$ cat src/rtl/bin_to_bcd_pkg.sv
// Shared types and constants for the sequential binary-to-BCD converter.
package bin_to_bcd_pkg;

   typedef enum logic {IDLE, SHIFT} state_t;

   localparam int NIB_W = 4;
   localparam logic [NIB_W-1:0] BLANK_CODE = 4'hF;

   // Largest value representable in n decimal digits: 10**n - 1.
   function automatic longint unsigned max_val(input int unsigned n);
      longint unsigned p;
      p = 1;
      for (int unsigned i = 0; i < n; i++) begin
         p = p * 10;
      end
      return p - 1;
   endfunction

endpackage

$ cat src/rtl/bin_to_bcd_seq_add3.sv
// Double-dabble digit correction: a nibble of 5 or more gets +3 before the shift.
module bcd_add3
   import bin_to_bcd_pkg::*;
(
   input  logic [NIB_W-1:0] nib,
   output logic [NIB_W-1:0] res
);

   always_comb begin
      res = (nib >= 4'd5) ? nib + 4'd3 : nib;
   end

endmodule

$ cat src/rtl/bin_to_bcd_seq.sv
// Sequential shift-and-add-3 binary-to-BCD converter with saturation on overflow.
// Optional leading-zero blanking is enabled by defining BIN_TO_BCD_BLANK_EN.
module bin_to_bcd_seq
   import bin_to_bcd_pkg::*;
#(
   parameter int unsigned BIN_W    = 14,
   parameter int unsigned N_DIGITS = 4
) (
   input  logic                      CLK,
   input  logic                      RST,
   input  logic                      START,
   input  logic [BIN_W-1:0]          BIN,
   output logic                      BUSY,
   output logic                      DONE,
   output logic [NIB_W*N_DIGITS-1:0] BCD_OUT,
   output logic                      OVF
);

   localparam int unsigned BCD_W = NIB_W * N_DIGITS;
   localparam int unsigned CNT_W = $clog2(BIN_W);
   localparam logic [63:0] MAX_VAL = max_val(N_DIGITS);
   localparam logic [CNT_W-1:0] LAST = CNT_W'(BIN_W - 1);

   // Formats a plain BCD value for display; identity unless blanking is built in.
   function automatic logic [BCD_W-1:0] fmt(input logic [BCD_W-1:0] v);
      logic [BCD_W-1:0] r;
`ifdef BIN_TO_BCD_BLANK_EN
      logic lead;
`endif
      r = v;
`ifdef BIN_TO_BCD_BLANK_EN
      lead = 1'b1;
      for (int i = int'(N_DIGITS) - 1; i >= 1; i--) begin
         if (lead && (v[i*NIB_W +: NIB_W] == 4'h0)) begin
            r[i*NIB_W +: NIB_W] = BLANK_CODE;
         end else begin
            lead = 1'b0;
         end
      end
`endif
      return r;
   endfunction

   localparam logic [BCD_W-1:0] RESET_BCD = fmt({BCD_W{1'b0}});

   state_t                 state_q, state_d;
   logic [BIN_W-1:0]       bin_q;
   logic [BCD_W-1:0]       scratch_q;
   logic [CNT_W-1:0]       cnt_q;
   logic                   ovf_pend_q;
   logic [BCD_W-1:0]       adj;
   logic [BCD_W+BIN_W-1:0] sh;
   logic [BCD_W-1:0]       scratch_nxt;
   logic [BIN_W-1:0]       bin_nxt;
   logic [BCD_W-1:0]       result;
   logic                   accept;
   logic                   finish;

   for (genvar i = 0; i < N_DIGITS; i++) begin : g_add3
      bcd_add3 u_add3 (
         .nib (scratch_q[i*NIB_W +: NIB_W]),
         .res (adj[i*NIB_W +: NIB_W])
      );
   end

   always_ff @(posedge CLK) begin
      if (RST) begin
         state_q <= IDLE;
      end else begin
         state_q <= state_d;
      end
   end

   always_comb begin
      state_d = state_q;
      unique case (state_q)
         IDLE:    if (START) state_d = SHIFT;
         SHIFT:   if (cnt_q == LAST) state_d = IDLE;
         default: state_d = IDLE;
      endcase
   end

   always_comb begin
      BUSY   = (state_q == SHIFT);
      accept = (state_q == IDLE) && START;
      finish = (state_q == SHIFT) && (cnt_q == LAST);
   end

   always_comb begin
      sh          = {adj, bin_q} << 1;
      scratch_nxt = sh[BCD_W+BIN_W-1:BIN_W];
      bin_nxt     = sh[BIN_W-1:0];
      // Overflowed values saturate to all nines and are never blanked.
      if (ovf_pend_q) begin
         result = {N_DIGITS{4'h9}};
      end else begin
         result = fmt(scratch_nxt);
      end
   end

   always_ff @(posedge CLK) begin
      if (RST) begin
         bin_q      <= '0;
         scratch_q  <= '0;
         cnt_q      <= '0;
         ovf_pend_q <= 1'b0;
      end else if (accept) begin
         bin_q      <= BIN;
         scratch_q  <= '0;
         cnt_q      <= '0;
         ovf_pend_q <= (64'(BIN) > MAX_VAL);
      end else if (state_q == SHIFT) begin
         bin_q     <= bin_nxt;
         scratch_q <= scratch_nxt;
         cnt_q     <= cnt_q + CNT_W'(1);
      end
   end

   always_ff @(posedge CLK) begin
      if (RST) begin
         DONE    <= 1'b0;
         OVF     <= 1'b0;
         BCD_OUT <= RESET_BCD;
      end else begin
         DONE <= finish;
         if (finish) begin
            OVF     <= ovf_pend_q;
            BCD_OUT <= result;
         end
      end
   end

endmodule

$ cat config.mk
export PLATFORM = sky130hd
export DESIGN_NAME = bin_to_bcd_seq
export DESIGN_NICKNAME = d
export VERILOG_FILES = /design/src/rtl/bin_to_bcd_pkg.sv /design/src/rtl/bin_to_bcd_seq_add3.sv /design/src/rtl/bin_to_bcd_seq.sv
export SDC_FILE = /design/constraint.sdc
export NUM_CORES = 1
export LEC_CHECK = 0
export ABC_CLOCK_PERIOD_IN_PS = 1400
export CORE_ASPECT_RATIO = 0.8
export CORE_UTILIZATION = 48
export CTS_BUF_LIST = sky130_fd_sc_hd__clkbuf_16
export CTS_CLUSTER_DIAMETER = 150
export DETAILED_ROUTE_END_ITERATION = 7
export GPL_ROUTABILITY_DRIVEN = 0
export PLACE_DENSITY_LB_ADDON = 0.1
export SLEW_MARGIN = 20
export SYNTH_ARGS = -nofsm -noshare
export SYNTH_HDL_FRONTEND = slang
export SYNTH_SLANG_ARGS = --single-unit
$ cat constraint.sdc
create_clock -name CLK -period 1.4 [get_ports CLK]
set_input_delay 0.35 -clock CLK [delete_from_list [all_inputs] [get_ports CLK]]
set_output_delay 0.35 -clock CLK [all_outputs]
set_load 0.03 [all_outputs]
# Word level (Yosys, flattened, before mapping)
# Index checks and enable logic that the tools add are counted.
dict set report totals {
  ff_bits 54
  latchBits 0
  ramBits 0
  mem_bits_ro 0
  inputBits 17
  out_inout_bits 19
  elab_cells 34
  memories 0
}
dict set report op_classes {
  n_addsub 5
  n_mul 0
  div_mod_pow 0
  n_lt_le_gt_ge 5
  eq_ne 1
  shifts 0
  mux 10
  bitwise 1
  n_reduce_logical 4
}
# operator n
set op_table {}
lappend op_table {{$mux 14} 2}
lappend op_table {{$ge 4x3->1 const B} 4}
lappend op_table {{$mux 16} 1}
lappend op_table {{$gt 14x14->1 const B} 1}
lappend op_table {{$add 4x2->4 const B} 3}
lappend op_table {{$mux 4} 3}
lappend op_table {{$add 4x1->4 const B} 1}
lappend op_table {{$eq 4x4->1 const B} 1}
lappend op_table {{$add 3x2->3 const B} 1}
lappend op_table {{$mux 3} 1}
lappend op_table {{$logic_and 1x1->1} 2}
lappend op_table {{$mux 1} 2}
lappend op_table {{$pmux 1 s2} 1}
lappend op_table {{$reduce_bool 2->1} 1}
lappend op_table {{$reduce_or 2->1} 1}
lappend op_table {{$not 1->1} 1}

# Longest topological paths before layout
# Gate-level depths: netlist of the first run.
dict set report logic_depth {
  depth_word 3
  depth_mapped 6
  ltp_nobuf 6
}

# Hierarchy
# From an unflattened synthesis of the first run, not the netlist that was laid out.
dict set report unflattened {
  hier_cells 280
  area_unflattened_um2 2476.1
}
# mod instances cells_per_inst area_per_inst_um2
set modules_own_cells {}
lappend modules_own_cells {bin_to_bcd_seq 1 216 2070.7}
lappend modules_own_cells {bcd_add3 4 16 101.3}

# Worst setup path before layout of the first run
# No wires, ideal clock.
dict set report synth_timing {
  kind {register -> register}
  start {register scratch_q[5]}
  end {register scratch_q[6]}
  arrival_time_ps 1397
  slack_ps -73
  path_stages_with_launch 7
  period_less_slack_ps 1473
  cell_sequence {dfxtp_1 -> inv_1 -> ha_1 -> nand2b_1 -> a21oi_1 -> mux2_2 -> o22ai_1}
}
dict set report synth_between {
  elab_chain_len 2
  elab_cells_between_ends 3
  classes_between {1 x add/sub; 1 x order compare; 1 x mux}
}
# element line
set synth_lines {}
lappend synth_lines {{from (decl)} bin_to_bcd_seq.sv:48} ;# logic [BCD_W-1:0] scratch_q;
lappend synth_lines {{from (signal assigned)} bin_to_bcd_seq.sv:114} ;# scratch_q <= scratch_nxt;
lappend synth_lines {{$add 4x2->4 or $ge 4x3->1 (tied branches)} bin_to_bcd_seq_add3.sv:10} ;# res = (nib >= 4'd5) ? nib + 4'd3 : nib;
lappend synth_lines {{$mux 4 *} bin_to_bcd_seq_add3.sv:10}
# Mark *: on every way between the ends. The rest lies on a longest branch, timed or not.
# A chain may end at the register's enable or synchronous reset.

# Final worst setup path of the first run
dict set report layout_timing {
  start {register cnt_q[1]}
  end {register BCD_OUT[5]}
}
dict set report layout_between {
  elab_chain_len 2
}
# element line
set layout_lines {}
lappend layout_lines {{from (decl)} bin_to_bcd_seq.sv:49} ;# logic [CNT_W-1:0] cnt_q;
lappend layout_lines {{from (signal assigned)} bin_to_bcd_seq.sv:115} ;# cnt_q <= cnt_q + CNT_W'(1);
lappend layout_lines {{$eq 4x4->1} bin_to_bcd_seq.sv:86} ;# finish = (state_q == SHIFT) && (cnt_q == LAST);
lappend layout_lines {{$logic_and 1x1->1} bin_to_bcd_seq.sv:86}
lappend layout_lines {{to (signal assigned)} bin_to_bcd_seq.sv:128} ;# BCD_OUT <= result;
lappend layout_lines {{to (decl)} bin_to_bcd_seq.sv:15} ;# output logic [NIB_W*N_DIGITS-1:0] BCD_OUT,
# No other way between the ends.

==> impl_metrics.toml, run 1 <==
[clocking]
cts_tree = "yes"
clock_path_buffers = 2
clk_latency_ns = 0.29
cts-buffers-inserted = 5
h-tree-depth = 2
clk_pin_slew_ns = 0.07
root_buffer = "clkbuf_16"
cts_sinks = 54

[synthesis]
yosysUniqueCellTypes = 28
synth.cell_area_um2 = 2419
synth_nets = 301
postSynthAreaPerCell_um2 = 8.827
synth-seq-cells = 54
yosysSeqAreaShare = 0.4470
synth_cells = 274
yosys_warnings = 0

[sta]
hold_violations = 0
skew_ns = 0.002789
max_freq_mhz = 684.5
fin_crit_ns = 1.461
setup_viol = 10
grt_setup_unrepaired = "true"
tightest_slew_ns = 0.4204
timing.final.ws_setup_ns = -0.06084
finalMaxSlewViolations = 0
post-route-period-util = 1.043
maxSlewHeadroom = 0.7168

[power]
leakage_nw = 1.438
cellPowerDensity_nw_per_um2 = 986.0
irDropWorstVdd_uv = 805.8

[global_route]
antenna_found_initial = 0
grt_pass1_wl_um = 9390
grt.overflow.total = 0
grt_start_max_net_pins = 29
grt_pass1_vias = 1938
grtUsageTotal = 0.2362

[run]
maxCapViolations = 0

[detailed_routing]
drt_iter0_drc = 114
vias_per_cell = 5.356
drtAntennaViolNets = 0
wl_um = 6399
dr_total_vias = 2153
drcViolationCount = 0
wl_per_cell_um = 15.92
first_pass_iters = 4

[placed_design]
dp_slack_ns = -0.2822
port_buffers = 35
dp.cells = 389
dpl.hpwl_um = 3760

[min_path]
hp-class = "in2reg"

[finish]
final_cells = 402
drive_above_1_share = 0.3509
n_antenna_cell = 0
fin_nets = 369
syn_to_final_growth_pct = 51.01

[worst_setup_path]
crit_required_ns = 1.62
cp_top_family = "simple AND/OR/NAND/NOR gates"
crit_chain = "inv_2 -> ha_4 -> nand4_1 -> or3_1 -> buf_6 -> o21ai_2"
worstPathArrival_ns = 1.68
cp-start-kind = "register"
cp_max_fo = 8
crit_path_max_incr_delay_ns = 0.44
critPathCaptureType = "register"
worstSetupPathType = "reg2reg"
path_buf_inv = 2
cp_slowest_cell = "or3_1"

[floorplanning]
initial_core_util = 0.5138
core-area_um2 = 4707
die_x_um = 81.36
ios = 36
dieArea_um2 = 5328
rows = 22
fp.dieH_um = 65.49

[status]
status = "complete, but fails checks"
violations = "setup timing"
-- sequential cells by signal, summed over array words and instances, names as in the netlist --
register / flops
BUSY: 1
OVF: 1
cnt_q: 4
scratch_q: 16
bin_q: 14
DONE: 1
BCD_OUT: 16
ovf_pend_q: 1
-- layer usage --
metal  global-route usage  share of wire
met5                    0              0
met4              0.06027          0.014
met3              0.06250          0.033
met2               0.3563           0.49
met1               0.3307           0.47
-- cell usage in the layout, fill, tap and decap left out, types with 2 or more instances in the layout --
cell,count
mux2i_1,15
a21oi_4,4
xor2_1,2
a211oi_2,4
o22ai_1,3
dlygate4sd2_1,5
nand2b_4,4
dfxtp_1,42
buf_12,4
nand3b_1,8
clkdlybuf4s15_1,10
buf_4,39
clkdlybuf4s50_1,15
xnor2_4,3
mux2_4,4
inv_2,6
clkbuf_16,5
o21ai_2,8
o21ai_0,6
a21oi_1,19
o22ai_2,5
inv_1,2
nand4_1,3
nor3b_2,2
a211oi_1,11
nand2_1,12
ha_4,9
dfxtp_2,10
dfxtp_4,2
nor2_1,50
nor3b_1,5
inv_4,3
clkbuf_2,2
buf_6,3
nor3_1,4
-- what timing repair did --
item                                    CTS  global route
hold buffers                              0             0
hold endpoints to repair                  0             0
endpoints found under the setup margin   34            40
pin swaps                                 7            19
gates resized for setup                  47            61
setup buffers                             4             2
-- stage by stage --
| stage | util | hold WS, ns | power (mW) | instance area (um^2) | TNS (ns) |
|---|---|---|---|---|---|
| after floorplan | - | 0.4551 | 1.912 | 2439 | -0.03341 |
| after global placement | 0.6611 | 0.4627 | 2.105 | 3112 | -8.039 |
| after detailed placement | 0.6611 | 0.4744 | 2.111 | 3112 | -8.554 |
| after CTS | 0.7236 | 0.4824 | 3.522 | 3406 | -0.04302 |
| after global routing | 0.7759 | 0.3997 | 3.746 | 3652 | -0.9419 |
| final | 0.7759 | 0.3979 | 3.601 | 3652 | -0.3012 |
-- cells in the mapped netlist --
master | instances | share of area
nand3_1 | 1 | 0.0021
nand3b_1 | 8 | 0.025
nor3b_1 | 7 | 0.022
nor2_1 | 50 | 0.078
mux2_2 | 4 | 0.019
nor4_1 | 1 | 0.0026
ha_1 | 10 | 0.052
or3_1 | 1 | 0.0026
buf_4 | 2 | 0.0062
mux2i_1 | 15 | 0.062
inv_1 | 11 | 0.017
a21o_1 | 1 | 0.0031
buf_1 | 3 | 0.0047
and4_1 | 1 | 0.0036
buf_2 | 6 | 0.012
xnor2_1 | 5 | 0.018
a211oi_1 | 15 | 0.047
o22ai_1 | 8 | 0.021
clkbuf_1 | 7 | 0.011
dfxtp_1 | 54 | 0.45
o21ai_2 | 8 | 0.029
xor2_1 | 2 | 0.0072
nand4_1 | 3 | 0.0078
nand2b_1 | 5 | 0.013
o21ai_0 | 6 | 0.012
a21oi_1 | 24 | 0.050
nand2_1 | 12 | 0.019
nor3_1 | 4 | 0.0083
-- final cells by class --
class | instances | area (um^2)
Clock buffer | 5 | 125.1
Tap cell | 60 | 75.07
Multi-Input combinational cell | 191 | 1545
Clock inverter | 2 | 33.78
Timing Repair Buffer | 79 | 723.2
Sequential cell | 54 | 1101
Fill cell | 307 | 1055
Inverter | 11 | 48.80
-- kinds of logic after synthesis --
family,share of synthesized area
AND/OR/NAND/NOR,0.1826
AO/OA/AOI/OAI,0.1614
flip-flops,0.4470
buffers and inverters,0.05122
multiplexers,0.08070
adder cells (fa/ha/maj),0.05173
XOR/XNOR,0.02535
-- final timing paths --
kind	endpoint	depth (start not counted)	slack (ns)	start
setup reg to reg	BCD_OUT[5]	6	-0.06	cnt_q[1]
hold / removal	BCD_OUT[11]	2	0.40	RST
setup / recovery	BCD_OUT[5]	6	-0.06	cnt_q[1]
hold reg to reg	OVF	2	0.48	OVF
-- power breakdown --
part	switching (mW)	internal (mW)	total [mW]
Sequential	0.0527	1.59	1.64
Clock	0.552	0.829	1.38
Combinational	0.272	0.308	0.580
No activity file was read; power rests on OpenSTA's default activity.
==> inputs of run 2 (changes only) <==
--- a/config.mk
+++ b/config.mk
@@ -6,12 +6,13 @@
 export NUM_CORES = 1
 export LEC_CHECK = 0
 export ABC_CLOCK_PERIOD_IN_PS = 1400
+export CAP_MARGIN = 20
 export CORE_ASPECT_RATIO = 0.8
 export CORE_UTILIZATION = 48
 export CTS_BUF_LIST = sky130_fd_sc_hd__clkbuf_16
 export CTS_CLUSTER_DIAMETER = 150
 export DETAILED_ROUTE_END_ITERATION = 7
-export GPL_ROUTABILITY_DRIVEN = 0
+export GPL_TIMING_DRIVEN = 1
 export PLACE_DENSITY_LB_ADDON = 0.1
 export SLEW_MARGIN = 20
 export SYNTH_ARGS = -nofsm -noshare
==> results of run 2 <==
No change in the layout: final DEF, timing and power equal those of run 1.
==> inputs of run 3 (changes only) <==
--- a/config.mk
+++ b/config.mk
@@ -5,10 +5,10 @@
 export SDC_FILE = /design/constraint.sdc
 export NUM_CORES = 1
 export LEC_CHECK = 0
-export ABC_CLOCK_PERIOD_IN_PS = 1400
+export ABC_CLOCK_PERIOD_IN_PS = 1500
 export CAP_MARGIN = 20
 export CORE_ASPECT_RATIO = 0.8
-export CORE_UTILIZATION = 48
+export CORE_UTILIZATION = 53
 export CTS_BUF_LIST = sky130_fd_sc_hd__clkbuf_16
 export CTS_CLUSTER_DIAMETER = 150
 export DETAILED_ROUTE_END_ITERATION = 7
==> constraint.sdc (replaced) <==
create_clock -name CLK -period 1.5 [get_ports CLK]
set_input_delay 0.375 -clock CLK [delete_from_list [all_inputs] [get_ports CLK]]
set_output_delay 0.375 -clock CLK [all_outputs]
set_load 0.03 [all_outputs]
==> run 3 against run 2 <==
  * The flow now finishes without violations
  * Count of clock-buffer cells in the layout did not move
  * Worst setup slack improved by 0.088 ns
  * Cell count fell by 2.5%
  * Clock power fell by 9%
  * Global-route usage fell by 0.91 points
  * Routed wire length fell by 16%
  * Via count fell by 3.0%
  * Register-to-register slack improved by 0.09 ns
  * Critical path depth did not move
  * Power fell by 11%
==> impl_metrics.toml, run 3 (synthesis gave the netlist of run 1 again) <==
[finish]
final_area_um2 = 3313
syn_to_final_growth_pct = 36.99
fillers = 317
multi_input_area_um2 = 1326
n_antenna_cell = 0
final_cells = 392
regArea_um2 = 1087
fin_nets = 361
drive_above_1_share = 0.2299
final_core_util = 0.7736
mostFrequentLayoutCells = "dfxtp_1, nor2_1, buf_4"
reg_top3 = "BCD_OUT (16), scratch_q (16), bin_q (14)"

[worst_setup_path]
critPathCaptureType = "register"
r2r_setup_slack_ns = 0.03
crit_required_ns = 1.72
cp_max_fo = 3
crit_path_max_incr_delay_ns = 0.34
cp_top_family = "flip-flops"
cp_slowest_cell = "dfxtp_2"
crit_chain = "inv_1 -> ha_1 -> nand2b_4 -> a21oi_2 -> mux2_4 -> o22ai_2"
path_buf_inv = 1
cp-start-kind = "register"
worstSetupPathType = "reg2reg"
worstPathArrival_ns = 1.69

[detailed_routing]
wl_per_cell_um = 13.73
drtAntennaViolNets = 0
met3_length_um = 224
dr.max_layer_used = "met4"
wl_met1_um = 2637
wl_um = 5381
met2_length_um = 2432
drcViolationCount = 0
first_pass_iters = 5
vias_per_cell = 5.329
dr_total_vias = 2089
drt_iter0_drc = 95

[power]
power.share.clock = 0.390
p_sw_frac = 0.2262
intPower_mw = 2.485
netSwitchingPower_mw = 0.7265
cellPowerDensity_nw_per_um2 = 969.3
seqPwrFrac = 0.474
irDropWorstVdd_uv = 794.0
leakage_nw = 1.395
combPwrFrac = 0.136

[sta]
hold_violations = 0
skew_ns = 0.004633
grt_setup_unrepaired = "true"
setup_viol = 0
tightest_slew_ns = 0.3818
setup_tns_ns = 0
maxSlewHeadroom = 0.7428
fin_crit_ns = 1.473
max_freq_mhz = 678.9
post-route-period-util = 0.9820
finalMaxSlewViolations = 0

[min_path]
hp-class = "reg2reg"

[clocking]
clk_latency_ns = 0.29
h-tree-depth = 2
clk_pin_slew_ns = 0.07
clock_path_buffers = 2
cts_sinks = 54
cts_tree = "yes"
root_buffer = "clkbuf_16"
cts-buffers-inserted = 5

[floorplanning]
fp.dieH_um = 62.42
initial_core_util = 0.5647
rows = 21
core-area_um2 = 4283
ios = 36
die_x_um = 77.53
dieArea_um2 = 4839

[placed_design]
gp_congestion = 0.8227
dp.cells = 384
dpl.hpwl_um = 3663
dpl_cell_area_um2 = 3050
port_buffers = 35

[status]
status = "completed"

[global_route]
grt_pass1_wl_um = 8638
grt_pass1_vias = 1834
grt.overflow.total = 0
grt_start_max_net_pins = 25
antenna_found_initial = 0
grtUsageTotal = 0.2270

[run]
maxCapViolations = 0
==> run 3: changes by cell type in the layout (fill, tap and decap cells not counted), moves of 5 or more <==
| cell | before | now |
|---|---|---|
| buf_4 | 39 | 34 |
| clkdlybuf4s15_1 | 10 | 0 |
| dfxtp_1 | 42 | 49 |
| dfxtp_2 | 10 | 5 |
| dlygate4sd2_1 | 5 | 18 |
| ha_1 | 1 | 9 |
| ha_4 | 9 | 0 |
| inv_1 | 2 | 13 |
| inv_2 | 6 | 0 |
==> run 3: path summary, 6_finish.rpt <==
kind	depth (start not counted)	endpoint	start
worst max-delay path	6	scratch_q[2]	scratch_q[1]
worst min-delay path	2	OVF	OVF
worst max register to register	6	scratch_q[2]	scratch_q[1]
worst min register to register	2	OVF	OVF
==> run 3: per-stage QoR <==
step                power, mW  hold WS, ns  setup WS [ns]
finish                  3.212       0.4708        0.02701
global route            3.340       0.4971       -0.06482
CTS                     3.196       0.4761       0.004620
detailed placement      1.948       0.4697        -0.2184
global placement        1.938       0.4595        -0.1410
floorplan               1.777       0.4551        0.02732
==> run 3: layout make-up <==
class | instances | area share
clock buffers | 5 | 0.03776
clock inverters | 3 | 0.01133
inverters | 11 | 0.01246
multi-input cells | 191 | 0.4003
flip-flops and latches | 54 | 0.3282
well taps | 57 | 0.02153
repair buffers | 71 | 0.1884
==> run 3: power groups by stage <==
| stage | sequential [mW] | clock, mW | combinational [mW] |
|---|---|---|---|
| 2_1_floorplan | 1.55 | 0 | 0.231 |
| 3_3_place_gp | 1.55 | 0 | 0.390 |
| 3_5_place_dp | 1.55 | 0 | 0.398 |
| 4_1_cts | 1.52 | 1.27 | 0.410 |
| 5_1_grt | 1.53 | 1.33 | 0.480 |
| 6_report | 1.52 | 1.25 | 0.436 |
==> run 3: layer usage <==
layer | GRT usage | vias to the layer above
met4 | 0.05660 | 0
met1 | 0.3278 | 970
met5 | 0 | -
met3 | 0.05693 | 9
li1 | - | 1067
met2 | 0.3374 | 43
==> run 3: worst min-delay path, delay by kind of cell (launching register included) <==
family	cells	cell delay, ns
DFF	1	0.32
AOI/OAI and AO/OA	1	0.05
and+or+nand+nor	1	0.05
==> run 3: repair_timing <==
| item | CTS | global route |
|---|---|---|
| hold buffers | 0 | 0 |
| cloned | 0 | 0 |
| setup buffers | 0 | 0 |
| hold endpoints to repair | 0 | 0 |
| setup endpoints to repair | 26 | 23 |
| pin swaps | 1 | 5 |
| resized for setup | 26 | 20 |
